[src/rtl/fifo_arb_pkg.sv]
// Shared types and helpers for the round-robin FIFO push arbiter.
//   arb_state_e : arbiter state (idle / packet lock held)
//   rr_next     : round-robin successor, (idx + 1) mod n with explicit wrap
package fifo_arb_pkg;

   typedef enum logic [0:0] {ARB_IDLE, ARB_LOCK} arb_state_e;

   // Explicit wrap so non-power-of-2 counts never rely on natural overflow.
   function automatic int unsigned rr_next(input int unsigned idx, input int unsigned n);
      return (idx + 32'd1 >= n) ? 32'd0 : idx + 32'd1;
   endfunction

endpackage

[src/rtl/rr_prio_select.sv]
// Rotating priority selector: finds the first set request bit at or after a
// start pointer, wrapping past N-1 back to 0.
//   i_req   : request vector
//   i_ptr   : start index for the search
//   o_valid : at least one request is set
//   o_idx   : index of the selected request (0 when none)
module rr_prio_select #(
   parameter int unsigned N  = 4,
   parameter int unsigned IW = (N > 1) ? $clog2(N) : 1
) (
   input  logic [N-1:0]  i_req,
   input  logic [IW-1:0] i_ptr,
   output logic          o_valid,
   output logic [IW-1:0] o_idx
);

   logic [N-1:0]   w_mask;
   logic [2*N-1:0] w_dbl;
   int             v_pos;

   // Lower half keeps only requests at or above the pointer; the upper half is
   // the full vector, so a plain LSB-first priority encode covers the wrap.
   always_comb begin
      w_mask = '0;
      for (int i = 0; i < int'(N); i++) begin
         if (i >= int'(i_ptr)) w_mask[i] = 1'b1;
      end
      w_dbl = {i_req, i_req & w_mask};
      v_pos = 0;
      for (int i = 2 * int'(N) - 1; i >= 0; i--) begin
         if (w_dbl[i]) v_pos = i;
      end
      o_valid = |i_req;
      o_idx   = (v_pos >= int'(N)) ? IW'(v_pos - int'(N)) : IW'(v_pos);
   end

endmodule

[src/rtl/fifo_rr_push_arbiter.sv]
// Packet-granular round-robin arbiter sharing one FIFO push port between
// NUM_REQ producers. A winner keeps the FIFO until it transfers a beat with
// last set, so packets never interleave. Each beat is tagged with its
// producer index for demultiplexing on the pop side.
//   clk_i, rst_i     : clock, asynchronous active-high reset
//   flush_i          : synchronous abort, drops lock and resets pointer
//   req_i/last_i     : per-producer beat valid / end-of-packet
//   data_i           : per-producer payloads, producer i at [i*DATA_WIDTH +: DATA_WIDTH]
//   gnt_o            : per-producer beat accepted this cycle
//   fifo_push_o      : FIFO push
//   fifo_data_o      : payload to FIFO
//   fifo_idx_o       : producer index to FIFO
//   fifo_full_i      : FIFO full
//   busy_o           : packet lock held
module fifo_rr_push_arbiter
   import fifo_arb_pkg::*;
#(
   parameter int unsigned NUM_REQ    = 4,
   parameter int unsigned DATA_WIDTH = 32,
   parameter int unsigned IDX_WIDTH  = (NUM_REQ > 1) ? $clog2(NUM_REQ) : 1
) (
   input  logic                          clk_i,
   input  logic                          rst_i,
   input  logic                          flush_i,
   input  logic [NUM_REQ-1:0]            req_i,
   input  logic [NUM_REQ-1:0]            last_i,
   input  logic [NUM_REQ*DATA_WIDTH-1:0] data_i,
   output logic [NUM_REQ-1:0]            gnt_o,
   output logic                          fifo_push_o,
   output logic [DATA_WIDTH-1:0]         fifo_data_o,
   output logic [IDX_WIDTH-1:0]          fifo_idx_o,
   input  logic                          fifo_full_i,
   output logic                          busy_o
);

   arb_state_e           r_state;
   logic [IDX_WIDTH-1:0] r_ptr;
   logic [IDX_WIDTH-1:0] r_owner;

   logic                 w_rr_valid;
   logic [IDX_WIDTH-1:0] w_rr_idx;
   logic [IDX_WIDTH-1:0] w_sel;
   logic [IDX_WIDTH-1:0] w_sel_next;
   logic                 w_valid;
   logic                 w_fire;
   logic                 w_locked;

   rr_prio_select #(
      .N  (NUM_REQ),
      .IW (IDX_WIDTH)
   ) u_rr_prio_select (
      .i_req   (req_i),
      .i_ptr   (r_ptr),
      .o_valid (w_rr_valid),
      .o_idx   (w_rr_idx)
   );

   // While locked only the owner is considered; everyone else is ignored.
   always_comb begin
      w_locked   = (r_state == ARB_LOCK);
      w_sel      = w_locked ? r_owner : w_rr_idx;
      w_valid    = w_locked ? req_i[r_owner] : w_rr_valid;
      w_fire     = w_valid & ~fifo_full_i & ~flush_i;
      w_sel_next = IDX_WIDTH'(rr_next(32'(w_sel), NUM_REQ));
   end

   always_comb begin
      gnt_o       = '0;
      fifo_data_o = '0;
      fifo_idx_o  = '0;
      fifo_push_o = w_fire;
      if (w_fire) begin
         for (int i = 0; i < int'(NUM_REQ); i++) begin
            gnt_o[i] = (w_sel == IDX_WIDTH'(i));
         end
         fifo_data_o = data_i[32'(w_sel) * DATA_WIDTH +: DATA_WIDTH];
         fifo_idx_o  = w_sel;
      end
   end

   assign busy_o = w_locked;

   always_ff @(posedge clk_i or posedge rst_i) begin
      if (rst_i) begin
         r_state <= ARB_IDLE;
         r_ptr   <= '0;
         r_owner <= '0;
      end else if (flush_i) begin
         r_state <= ARB_IDLE;
         r_ptr   <= '0;
      end else if (w_fire) begin
         if (last_i[w_sel]) begin
            // Packet complete: release and rotate past the finishing producer.
            r_state <= ARB_IDLE;
            r_ptr   <= w_sel_next;
         end else begin
            r_state <= ARB_LOCK;
            r_owner <= w_sel;
         end
      end
   end

`ifndef SYNTHESIS
   logic [NUM_REQ-1:0] w_owner_oh;
   always_comb begin
      w_owner_oh = '0;
      for (int i = 0; i < int'(NUM_REQ); i++) begin
         w_owner_oh[i] = (r_owner == IDX_WIDTH'(i));
      end
   end

   always @(posedge clk_i) begin
      if (!rst_i) begin
         assert ($onehot0(gnt_o)) else $error("gnt_o not onehot0: %b", gnt_o);
         assert (!(fifo_push_o && fifo_full_i)) else $error("push while FIFO full");
         assert (!(w_locked && |(gnt_o & ~w_owner_oh)))
            else $error("grant to non-owner while locked: %b", gnt_o);
      end
   end
`endif

endmodule

[config.mk]
export PLATFORM = sky130hd
export DESIGN_NAME = fifo_rr_push_arbiter
export DESIGN_NICKNAME = d
export VERILOG_FILES = /design/src/rtl/fifo_arb_pkg.sv /design/src/rtl/rr_prio_select.sv /design/src/rtl/fifo_rr_push_arbiter.sv
export SDC_FILE = /design/constraint.sdc
export NUM_CORES = 1
export LEC_CHECK = 0
export CAP_MARGIN = 20
export CELL_PAD_IN_SITES_DETAIL_PLACEMENT = 1
export CELL_PAD_IN_SITES_GLOBAL_PLACEMENT = 1
export CORE_ASPECT_RATIO = 0.6
export CORE_MARGIN = 2
export CORE_UTILIZATION = 20
export CTS_CLUSTER_DIAMETER = 50
export DETAILED_ROUTE_END_ITERATION = 8
export PLACE_DENSITY = 0.91
export SYNTH_ARGS = -nofsm -noshare
export SYNTH_HDL_FRONTEND = slang
export SYNTH_SLANG_ARGS = --single-unit
[constraint.sdc]
create_clock -name clk_i -period 6 [get_ports clk_i]
set_clock_uncertainty 0.1 [all_clocks]
set_input_delay 1.8 -clock clk_i [delete_from_list [all_inputs] [get_ports clk_i]]
set_output_delay 1.8 -clock clk_i [all_outputs]
set_load 0.02 [all_outputs]
==> flow_metrics.py <==
metrics = {
    "timing": {
        "setup_viol": 0,
        "tightest_slew_ps": 506,
        "report.final.hold_viol_count": 0,
        "worst_slack_ps": 93.6,
        "layout_min_cycle_time_ps": 5910,
        "period_share_pct": 98.4,
        "finalSetupTns_ps": 0,
        "max_freq_ghz": 0.169,
        "slew_viol_final": 0,
        "maxSlewHeadroom_pct": 66.0,
    },
    "worst_setup_path": {
        "arrival_ps": 4010,
        "r2r_slack_ps": 3520,
        "rr_worst_depth": 10,
        "crit_family": "buffers and inverters",
        "path_buf_inv": 4,
        "r2r_start": "busy_o$_DFFE_PP0P_",
        "critPathMaxFanout": 10,
        "cp_slowest_stage_delay_ps": 490,
        "r2r_end": "r_ptr[0]$_DFFE_PP0P_",
        "worstSetupPathType": "input port to output pin",
        "worstPathCellList": "dlygate4sd2_1, nor2_2, nor3b_1, a221oi_4, buf_12, buf_4, mux4_2, and2_1, dlygate4sd2_1",
        "cp.required_ps": 4100,
        "worst_path_most_repeated_cell": "dlygate4sd2_1",
        "cp_slowest_cell": "mux4_2",
        "worstSetupStartpointType": "input port",
        "end_kind": "output pin",
    },
    "power": {
        "p_leak_uw": 0.00161,
        "power_density_nw_per_um2": 268,
        "ir_worst_vdd_mv": 0.169,
    },
    "floorplan": {
        "start_util_pct": 20.4,
        "die_area_um2": 8740,
        "row_count": 25,
        "die_width_um": 119,
        "die_h_um": 73.2,
        "pin_count": 180,
        "core_um2": 7820,
    },
    "placed_design": {
        "dp_cells": 436,
        "place.gp.congestion": 0.860,
        "post-dp-hpwl_mm": 7.24,
        "pre_cts_ws_ps": -440,
        "port_buffers": 179,
    },
    "yosys": {
        "synth_cell_types": 39,
        "synth_ff_type": "dfrtp_1",
        "synth_area_leader_cell": "mux4_2",
        "ys_top_cells_by_area": "mux4_2 (42%), and2_1 (14%), dfrtp_1 (7.8%)",
        "syn_avg_cell_area_um2": 11.3,
        "synth_seq_cells": 5,
        "async_flop_share_pct": 100,
        "synth-edff-count": 0,
        "synth_nets": 284,
        "yosys-top-cells-count": "and2_1 (36), mux4_2 (30), dfrtp_1 (5), inv_1 (5), nor3_1 (5)",
        "yosysSeqAreaShare_pct": 7.83,
        "syn_area_um2": 1600,
        "yosysMostFrequentCell": "and2_1",
        "syn_inst": 141,
        "synth_top_area_share_pct": 42.3,
        "yosysWarnings": 0,
    },
    "hold_path": {
        "hold_depth": 1,
        "hold_end": "r_owner[1]$_DFFE_PP0P_",
        "hold_path.class": "register to register",
        "hold_start": "r_owner[1]$_DFFE_PP0P_",
    },
    "finish": {
        "fin_cells": 448,
        "diodes": 0,
        "nets": 484,
        "multi_input_area_um2": 1380,
        "layout-drive-gt1-share_pct": 25.6,
        "regArea_um2": 125,
        "area_delta_synth_final_pct": 136,
        "fillers": 859,
    },
    "detailed_routing": {
        "vias": 2100,
        "remaining_drc_errors": 0,
        "routed_wl_mm": 8.72,
        "first_pass_iters": 4,
        "drtIter0Drc": 65,
        "ant_nets": 0,
        "drt-vias-per-instance": 4.69,
        "wl_per_cell_um": 19.5,
    },
    "global_route": {
        "grt_pass1_vias": 2337,
        "grt_max_degree": 23,
        "grt_use_total_pct": 19.3,
        "antenna_found_initial": 0,
        "grt_pass1_wl_mm": 13.0,
        "overflow": 0,
    },
    "cts": {
        "insertion_delay_ps": 230,
        "ctsHoldBuffers": 0,
        "cts-htree-levels": 1,
        "cts_sinks": 5,
        "clk_pin_slew_ps": 30,
        "cts_inserted_buffers": 3,
        "cts_buffer_depth": 2,
        "cts_tree": "done",
        "clockRootBuffer": "clkbuf_16",
    },
    "status": {
        "status": "finished clean",
    },
    "run": {
        "drv_cap": 0,
    },
}
==> worst register-to-register path: cells and delay by family (launching register included) <==
kind / cells / cell delay (ps)
flops: 1 / 540
compound gates: 2 / 540
simple gates: 3 / 480
buf+inv: 3 / 420
fa+ha+maj: 1 / 190
mux: 1 / 90
==> cell families after synthesis <==
kind of cell,synth area share (%)
compound gates,9.24
fa+ha+maj,2.35
buf+inv,8.07
flops,7.83
mux,48.9
simple gates,23.6
==> timing repair <==
action,in CTS,in global routing
setup buffers,3,4
resized for setup,46,30
gates cloned,1,0
pin swaps,2,2
endpoints found under the setup margin,37,16
==> metal layers <==
| metal | GRT usage [%] | wire (um) | up-vias |
|---|---|---|---|
| li1 | - | - | 956 |
| met5 | 0 | 0 | - |
| met4 | 3.01 | 79 | 0 |
| met2 | 37.0 | 4490 | 103 |
| met3 | 5.63 | 768 | 8 |
| met1 | 22.1 | 3380 | 1033 |
==> flip-flops by register name, summed over array words and instances, names as in the netlist <==
| signal | flops |
|---|---|
| busy_o | 1 |
| r_owner | 2 |
| r_ptr | 2 |
==> stage by stage <==
step / util (%) / hold slack [ps] / total power (uW) / cell area [um2]
6_report: 48.3 / 443 / 1010 / 3770
3_5_place_dp: 46.8 / 432 / 869 / 3660
5_1_grt: 48.3 / 455 / 1080 / 3770
4_1_cts: 48.2 / 439 / 1010 / 3770
3_3_place_gp: 46.8 / 403 / 844 / 3660
2_1_floorplan: - / 378 / 560 / 1600
==> placed cells by master, fill, tap and decap left out, types with 2 or more instances in the layout <==
cell | Yosys | layout
ha_1 | 3 | 3
and2_1 | 36 | 36
nand2_1 | 3 | 3
clkbuf_16 | 0 | 3
buf_6 | 1 | 2
a211oi_1 | 2 | 2
nand2b_1 | 4 | 4
buf_4 | 0 | 19
clkdlybuf4s15_1 | 0 | 3
nor3_1 | 5 | 4
buf_2 | 4 | 3
clkbuf_2 | 0 | 10
inv_1 | 5 | 5
mux4_1 | 2 | 2
dfrtp_1 | 5 | 5
dlygate4sd2_1 | 0 | 15
mux4_2 | 30 | 30
buf_12 | 3 | 6
a21oi_1 | 4 | 4
clkdlybuf4s50_1 | 0 | 142
dlymetal6s2s_1 | 0 | 6
nor2_1 | 2 | 2
mux2i_1 | 3 | 3
nor4_1 | 3 | 2
==> power breakdown <==
group          leakage [uW]  switching, uW  internal [uW]
combinational       0.00151            338            495
sequential        0.0000629           23.4           45.8
clock             0.0000382           21.3           88.0
==> worst max path at each step <==
stage,from,end,cells past startpoint
2_1_floorplan,req_i[0],gnt_o[1],7
3_3_place_gp,req_i[0],fifo_data_o[21],8
3_5_place_dp,req_i[0],fifo_data_o[14],8
4_1_cts,req_i[3],fifo_data_o[11],8
5_1_grt,req_i[1],fifo_data_o[7],9
6_report,req_i[1],fifo_data_o[8],9
==> area by class of cell <==
type / count / share of cell area [%]
sequential: 5 / 3.32
tap: 108 / 3.58
clock buffer: 4 / 2.09
multi-input combinational: 118 / 36.5
timing repair buffer: 207 / 53.9
inverter: 6 / 0.597
No activity file was read; power rests on OpenSTA's default activity.
